## src/rtl/hwag_angle_gen.sv

```systemverilog
// ---------------------------------------------------------------------------
// hwag_angle_gen
//
// Fine crank-angle interpolator behind the crank-wheel sync core (60-2 wheel).
// Every real tooth edge loads the tooth number and derives a sub-step period
// from the tooth period that just finished. The tooth pitch is then split into
// 2^STEP_SHIFT sub-steps, each lasting step_period clk cycles. After the last
// real tooth (TOOTH_LAST) the two missing teeth are synthesised so the angle
// keeps running across the gap.
//
// Ports
//   clk          in   system clock, rising edge
//   rst          in   asynchronous reset, active high
//   sync         in   high while the sync core is locked
//   tooth_stb    in   one-cycle strobe per real tooth edge
//   period_in    in   clk count of the tooth period that just finished
//   tooth_num    in   number of the tooth that just started
//   angle        out  {tooth, sub-step}
//   angle_stb    out  pulse in every cycle where angle takes a new value
//   angle_valid  out  high once a tooth has been loaded since sync rose
//   step_lost    out  pulse when a tooth arrives before its sub-steps ran out
//
// State table
//   state | meaning
//   IDLE  | sync low or no tooth loaded yet; angle held at 0
//   RUN   | prescaler running, sub-steps advancing
//   STALL | all sub-steps (and virtual teeth) used, waiting for next tooth
// ---------------------------------------------------------------------------
module hwag_angle_gen #(
    parameter int PCNT_WIDTH = 24,
    parameter int TCNT_WIDTH = 6,
    parameter int STEP_SHIFT = 6,
    parameter int TOOTH_LAST = 57
) (
    input  logic                             clk,
    input  logic                             rst,
    input  logic                             sync,
    input  logic                             tooth_stb,
    input  logic [PCNT_WIDTH-1:0]            period_in,
    input  logic [TCNT_WIDTH-1:0]            tooth_num,
    output logic [TCNT_WIDTH+STEP_SHIFT-1:0] angle,
    output logic                             angle_stb,
    output logic                             angle_valid,
    output logic                             step_lost
);

    localparam int SP_W = PCNT_WIDTH - STEP_SHIFT;
    localparam logic [STEP_SHIFT-1:0] SUB_MAX = '1;

    typedef enum logic [1:0] {
        IDLE  = 2'd0,
        RUN   = 2'd1,
        STALL = 2'd2
    } state_t;

    state_t                  state;
    logic [SP_W-1:0]         step_period;
    logic [SP_W-1:0]         presc;
    logic [STEP_SHIFT-1:0]   sub;
    logic [TCNT_WIDTH-1:0]   tooth;
    logic [1:0]              virt_left;

    logic [SP_W-1:0]         step_period_new;
    logic [1:0]              virt_new;
    logic                    presc_tc;
    logic                    exhausted;

    // A period shorter than one sub-step would give a zero divider; clamp to 1
    // so the angle simply advances every cycle.
    always_comb begin
        step_period_new = period_in[PCNT_WIDTH-1:STEP_SHIFT];
        if (period_in < (PCNT_WIDTH'(1) << STEP_SHIFT)) begin
            step_period_new = SP_W'(1);
        end
    end

    assign virt_new  = (tooth_num == TCNT_WIDTH'(TOOTH_LAST)) ? 2'd2 : 2'd0;
    assign presc_tc  = (presc == step_period - SP_W'(1));
    // Nothing left to advance: last sub-step of the last (possibly virtual) tooth.
    assign exhausted = (sub == SUB_MAX) && (virt_left == 2'd0);

    // The angle is a direct concatenation of the tooth and sub-step registers.
    assign angle = {tooth, sub};

    always_ff @(posedge clk or posedge rst) begin
        if (rst) begin
            state       <= IDLE;
            step_period <= '0;
            presc       <= '0;
            sub         <= '0;
            tooth       <= '0;
            virt_left   <= '0;
            angle_stb   <= 1'b0;
            angle_valid <= 1'b0;
            step_lost   <= 1'b0;
        end else begin
            angle_stb <= 1'b0;
            step_lost <= 1'b0;

            if (!sync) begin
                state       <= IDLE;
                step_period <= '0;
                presc       <= '0;
                sub         <= '0;
                tooth       <= '0;
                virt_left   <= '0;
                angle_valid <= 1'b0;
            end else if (tooth_stb) begin
                // Load has priority over a coinciding prescaler terminal count;
                // that pending step is dropped.
                state       <= RUN;
                tooth       <= tooth_num;
                sub         <= '0;
                presc       <= '0;
                step_period <= step_period_new;
                virt_left   <= virt_new;
                angle_valid <= 1'b1;
                angle_stb   <= 1'b1;
                // Only a running tooth can lose steps; the first load after
                // sync rises comes from IDLE and a stalled tooth is exhausted.
                step_lost   <= (state == RUN) && !exhausted;
            end else begin
                case (state)
                    RUN: begin
                        if (presc_tc) begin
                            presc <= '0;
                            if (sub != SUB_MAX) begin
                                sub       <= sub + STEP_SHIFT'(1);
                                angle_stb <= 1'b1;
                            end else if (virt_left != 2'd0) begin
                                tooth     <= tooth + TCNT_WIDTH'(1);
                                sub       <= '0;
                                virt_left <= virt_left - 2'd1;
                                angle_stb <= 1'b1;
                            end else begin
                                state <= STALL;
                            end
                        end else begin
                            presc <= presc + SP_W'(1);
                        end
                    end
                    default: begin
                        // IDLE waits for a tooth, STALL holds angle and prescaler.
                    end
                endcase
            end
        end
    end

endmodule
```

## config.mk

```make
export PLATFORM = sky130hd
export DESIGN_NAME = hwag_angle_gen
export DESIGN_NICKNAME = d
export VERILOG_FILES = /design/src/rtl/hwag_angle_gen.sv
export SDC_FILE = /design/constraint.sdc
export NUM_CORES = 1
export LEC_CHECK = 0
export ABC_AREA = 1
export CAP_MARGIN = 15
export CORE_ASPECT_RATIO = 1.2
export CORE_MARGIN = 3
export CORE_UTILIZATION = 40
export DETAILED_ROUTE_END_ITERATION = 10
export DONT_BUFFER_PORTS = 1
export SYNTH_ARGS = -nofsm -noshare
export SYNTH_HDL_FRONTEND = slang
export SYNTH_SLANG_ARGS = --single-unit
```

## constraint.sdc

```tcl
create_clock -name clk -period 4.9 [get_ports clk]
set_clock_uncertainty 0.2 [all_clocks]
set_input_delay 1.225 -clock clk [delete_from_list [all_inputs] [get_ports clk]]
set_output_delay 1.225 -clock clk [all_outputs]
set_load 0.02 [all_outputs]
```

==> results.md, run 1 <==
- Status: complete, no violations
- Fill count: 972
- H-Tree Depth: 2
- Full die area: 10,700 µm²
- EDFF count, synth: 0
- Most used DFF post-synth: dfrtp_1
- Average wire per cell in the routed design: 14.2 µm
- Total power: 1040 µW
- Register area: 1380 µm²
- CP endpoint kind: flip-flop
- Die height: 113 µm
- Cts repair resizes: 0
- Syn. warnings: 0
- Starting Density: 41.5%
- First-pass GRT wire length: 16,000 µm
- Synthesized flop and latch total: 55
- Detail Placement HPWL: 7110 µm
- Design Area, Final: 4020 µm²
- Core Area: 9130 µm²
- Required time of the worst setup path: 4.91 ns
- Cell variety after synth: 35
- Top cell type's share of synthesized area: 36.4%
- Ant. Diodes: 0
- FF-to-FF path depth: 13
- Period utilization: 52.6%
- Layout cells sized above 1: 9.11%
- Routability Congestion: 0.872
- Setup TNS: 0 ns
- DRT Wirelength: 9360 µm
- Placed cell area: 3900 µm²
- Min setup slack post-route: 2.32 ns
- WS Path Type: flip-flop to flip-flop
- Layout area overhead: 6.11%
- Fin crit period: 2.58 ns
- Ranking of synthesized cells by area: dfrtp_1, nand2_1, inv_1
- Initial antenna violation count: 0
- Async SR Flop Fraction: 100%
- Setup WS pre-CTS: 2.04 ns
- Fmax: 0.388 GHz
- Critical path origin: step_period[0]
- RSZ-0062 raised after global routing: false
- Drt initial violations: 118
- Vias in the first global route: 3,342
- Final hold slack: 0.316 ns
- CTS sink cnt: 55
- Slew Viols, Final: 0
- Vias: 3,398
- CP arrival: 2.59 ns
- Syn_area_per_cell: 7.05 µm²
- Initial DRT Pass Iterations: 5
- CTS tree: built
- Clk_lat worst skew: 0.32 ns
- Io pins: 49
- Seq/Total Area, Yosys: 36.4%
- Antenna Nets Post-Route: 0
- Postcts setup bufs: 0
- Syn Nets: 576
- # nets final: 576
- Reg-to-reg endpoint: sub[0]
- IO Port Bufs: 0
- Worst r2r src: step_period[0]
- Critical Path End: sub[0]
- Min-delay worst type: flip-flop to flip-flop
- Actual slew at the worst max-slew pin: 0.896 ns
- Final Hold Fails: 0
- CP max FO: 9
- Die W: 94.8 µm
- Worst Setup Start Kind: flip-flop
- Vias per cell: 5.16
- Leading area contributor after synthesis: dfrtp_1
- Most frequent cell after synthesis: nand2_1
- CTS root buffer: clkbuf_8
- Total CTS buffers: 5
- Area of the mapped netlist: 3790 µm²
- Slew HR: 40.2%
- Area of the multi-input gates: 2020 µm²
- Syn Inst Count: 537
- Grt ovf: 0
- Clock transition at the registers of the reported paths: 0.10 ns
- Setup slack, reg-to-reg: 2.32 ns
- Leak: 0.00199 µW
- Largest net degree at the start of global routing: 56
- Hold Buf Count CTS: 0
- Commonest cells in the synthesized netlist: nand2_1, inv_1, nor2_1
- Max_cap viols: 0
- P per Cell Area: 260 nW/µm²
- GRT Resource Usage Total: 18.9%
- Cell Rows: 38
- Longest Clk Path Bufs: 2
- Final setup vio count: 0
- Residual DRC count: 0
- Worst VDD drop: 0.150 mV
==> logic make-up (layout without fill, tap and decap cells) <==
kind of cell	Yosys count	count (layout)	synth area share (%)
AOI/OAI and AO/OA	45	45	6.71
xor gates and xnor gates	27	27	6.25
adders and majority gates	5	5	1.65
buffers and inverters	99	100	10.4
DFF	55	55	36.4
and+or+nand+nor	306	306	38.6
==> report_power, final <==
part           internal [µW]  switching, µW
registers                474           38.6
clock network            166            156
logic                   68.5            142
==> cell usage in the layout, fill, tap and decap left out, drive strengths merged, types with 2 or more instances in the layout <==
cell type    n
nor3         6
nand4       17
dfrtp       55
nand2      149
inv         88
o21ai       25
ha           5
a21oi        4
clkbuf       6
nor2        71
xnor2        8
buf          3
clkinv       2
xor2        19
nor4         4
nand3b       3
o22ai       13
nand3       55
==> layout make-up <==
class	count	area share [%]
clock inverters	2	0.872
flip-flops and latches	55	34.3
well taps	120	3.74
multi-input cells	383	50.2
repair buffers	3	0.561
inverters	89	8.35
clock buffers	6	2.06
==> sequential cells by signal, indices dropped and copies added (netlist names) <==
signal	flops
sub	6
virt_left	2
state	2
angle_stb	1
tooth	6
angle_valid	1
presc	18
step_lost	1
step_period	18
==> layer usage <==
metal	part of all wire (%)	vias up	global-route usage (%)
met2	50	69	32.4
met1	44	1618	24.3
met5	0	-	0
met4	1.6	0	5.00
li1	-	1700	-
met3	4.2	11	3.42
==> how the worst min path moves through the flow <==
stage	start	slack, ns	to	cells after the start
final	virt_left[1]	0.32	virt_left[1]	2
after global routing	virt_left[1]	0.33	virt_left[1]	2
after CTS	virt_left[1]	0.32	virt_left[1]	2
after detailed placement	state[0]	0.29	state[0]	2
after global placement	virt_left[1]	0.26	virt_left[1]	2
after floorplan	virt_left[1]	0.24	virt_left[1]	2
==> worst max-delay path, cell delays in order, from the launching register on <==
cell and delay (ns):
dfrtp_1 0.39, inv_1 0.16, ha_1 0.26, nand2_4 0.10
nor2_8 0.18, nand2_1 0.07, nand2_1 0.11, nand2_1 0.06
inv_1 0.05, nand4_1 0.06, nor2_1 0.21, nand4_1 0.37
nand3_1 0.18, nand2_1 0.06
==> per-stage QoR <==
stage / utilization, % / instances
final: 44.0 / 658
after global routing: 44.0 / 658
after CTS: 44.0 / 658
after detailed placement: 42.7 / 650
after global placement: 42.7 / 650
after floorplan: - / 537
Note: power is estimated with default switching activity, not from simulation.
==> inputs of run 2 (changes only) <==
- clock period: 4.9 -> 2.24 ns (I/O delays scaled with it)
==> run 2 against run 1 <==
Compared with the run above:
- first-iteration DRC count grew 4.2%
- cell area up 16%
- the flow now finishes with violations (negative setup slack)
- routed wire length increased by 11%
- count of clock-buffer cells in the layout down 1
- sequential share of layout area decreased by 4.7 points
==> results.md, run 2 (synthesis results as in run 1) <==
- Status: complete, but fails checks
- Failing checks: negative setup slack
- Fill count: 900
- Setup slack, reg-to-reg: -0.09 ns
- CP arrival: 2.36 ns
- Largest net degree at the start of global routing: 56
- Io pins: 49
- NetSw: 873 µW
- Fmax: 0.429 GHz
- Worst Setup Start Kind: flip-flop
- GRT Resource Usage Total: 19.8%
- DRT Wirelength: 10,300 µm
- Final Hold Fails: 0
- IO Port Bufs: 0
- H-Tree Depth: 2
- Vias in the first global route: 3,646
- CTS sink cnt: 55
- CTS root buffer: clkbuf_8
- Vias: 3,637
- Period utilization: 104%
- Leak: 0.00226 µW
- Drt initial violations: 123
- Slew Viols, Final: 0
- Antenna Nets Post-Route: 0
- RSZ-0062 raised after global routing: true
- Routability Congestion: 0.894
- Commonest non-fill, non-tap cells in the layout: nand2_1, inv_1, dfrtp_1
- CP endpoint kind: flip-flop
- Setup TNS: -1.78 ns
- Die W: 94.8 µm
- Clock share of power: 28.4%
- CP max FO: 8
- Pint: 1630 µW
- Min setup slack post-route: -0.0908 ns
- CTS tree: built
- Cell Rows: 38
- Clk_lat worst skew: 0.33 ns
- Longest Clk Path Bufs: 2
- Required time of the worst setup path: 2.27 ns
- First-pass GRT wire length: 16,700 µm
- WS Path Type: flip-flop to flip-flop
- Gate power share: 26.9%
- # nets final: 616
- Final setup vio count: 32
- Fin util: 51.2%
- Initial DRT Pass Iterations: 4
- Vias per cell: 5.21
- Residual DRC count: 0
- Starting Density: 41.5%
- Switching Fraction: 34.9%
- Layout area overhead: 23.5%
- Actual slew at the worst max-slew pin: 0.512 ns
- Max_cap viols: 0
- Full die area: 10,700 µm²
- Ant. Diodes: 0
- P per Cell Area: 536 nW/µm²
- Grt ovf: 0
- Detail Placement HPWL: 7310 µm
- Average wire per cell in the routed design: 14.8 µm
- Die height: 113 µm
- Commonest non-fill, non-tap cell in the layout: nand2_1
- Seq pwr share: 44.7%
- Top Registers: presc x18, step_period x18
- Core Area: 9130 µm²
- Layout cells sized above 1: 24.2%
- Min-delay worst type: primary input to flip-flop
- Fin crit period: 2.33 ns
- Slew HR: 65.6%
- Initial antenna violation count: 0
- Total CTS buffers: 5
- Clock transition at the registers of the reported paths: 0.12 ns
- Worst VDD drop: 0.363 mV
run 2: changes by cell type in the layout (fill, tap and decap cells not counted), sizes merged:
cell	previous run	this run
buf	3	39
nor2	71	73
clkbuf	6	5
clkinv	2	1
clkinvlp	0	1
dlygate4sd3	0	1
inv	88	89
nand2	149	150
run 2: per-layer routing:
layer | vias to the layer above | global-route usage, % | part of all wire, %
met3 | 29 | 4.83 | 3.3
met5 | - | 0 | 0
li1 | 1780 | - | -
met2 | 77 | 33.7 | 51
met4 | 0 | 9.24 | 3.4
met1 | 1751 | 23.1 | 42
run 2: layout make-up:
class,count,area [µm²],area share [%]
clock buffer,5,68.8,1.47
clock inverter,3,46.3,0.990
inverter,89,335,7.17
multi-input combinational,386,2340,50.1
sequential,55,1380,29.5
tap,120,150,3.21
timing repair buffer,40,352,7.52
run 2: power by group through the flow:
stage,sequential (µW),clock [µW],combinational [µW]
3_3_place_gp,1130,0,504
5_1_grt,1130,763,739
4_1_cts,1120,732,594
6_report,1120,710,674
2_1_floorplan,1120,0,379
3_5_place_dp,1130,0,515
run 2: what timing repair did:
item / CTS / global route
gates resized for setup: 33 / 56
cloned: 3 / 0
pin swaps: 17 / 35
setup endpoints to repair: 32 / 35
hold buffers: 1 / 0
buffers inserted: 4 / 5
endpoints found under the hold margin: 55 / 0
run 2: worst max-delay path, stage by stage (launching register included):
cell     delay, ns
dfrtp_1       0.42
inv_2         0.08
ha_4          0.15
buf_12        0.10
nand2_8       0.06
nor2_8        0.18
nand3_2       0.10
nand2_2       0.09
inv_2         0.05
nor2_4        0.10
nand2_2       0.08
nor2_4        0.10
nand3_4       0.10
nand2_4       0.09
nand3_4       0.15
nand2_2       0.11
nand2_1       0.05
run 2: worst paths after layout:
kind / start / end / cells past startpoint
setup / recovery: step_period[1] / tooth[3] / 16
hold / removal: sync / state[0] / 2
setup reg to reg: step_period[1] / tooth[3] / 16
hold reg to reg: virt_left[0] / virt_left[0] / 2
max in group asynchronous: rst / step_period[3] / 3
min in group asynchronous: rst / step_period[7] / 3
run 2: per-stage QoR:
step / hold slack [ns] / std cells / setup slack [ns] / power [µW] / cell area, µm²
finish: 0.142 / 698 / -0.0908 / 2500 / 4680
global route: 0.136 / 698 / -0.230 / 2630 / 4680
CTS: 0.124 / 693 / 0.00104 / 2440 / 4440
detailed placement: 0.264 / 677 / -0.129 / 1650 / 4120
global placement: 0.257 / 677 / -0.0965 / 1640 / 4120
floorplan: 0.242 / 537 / 0.0946 / 1500 / 3790
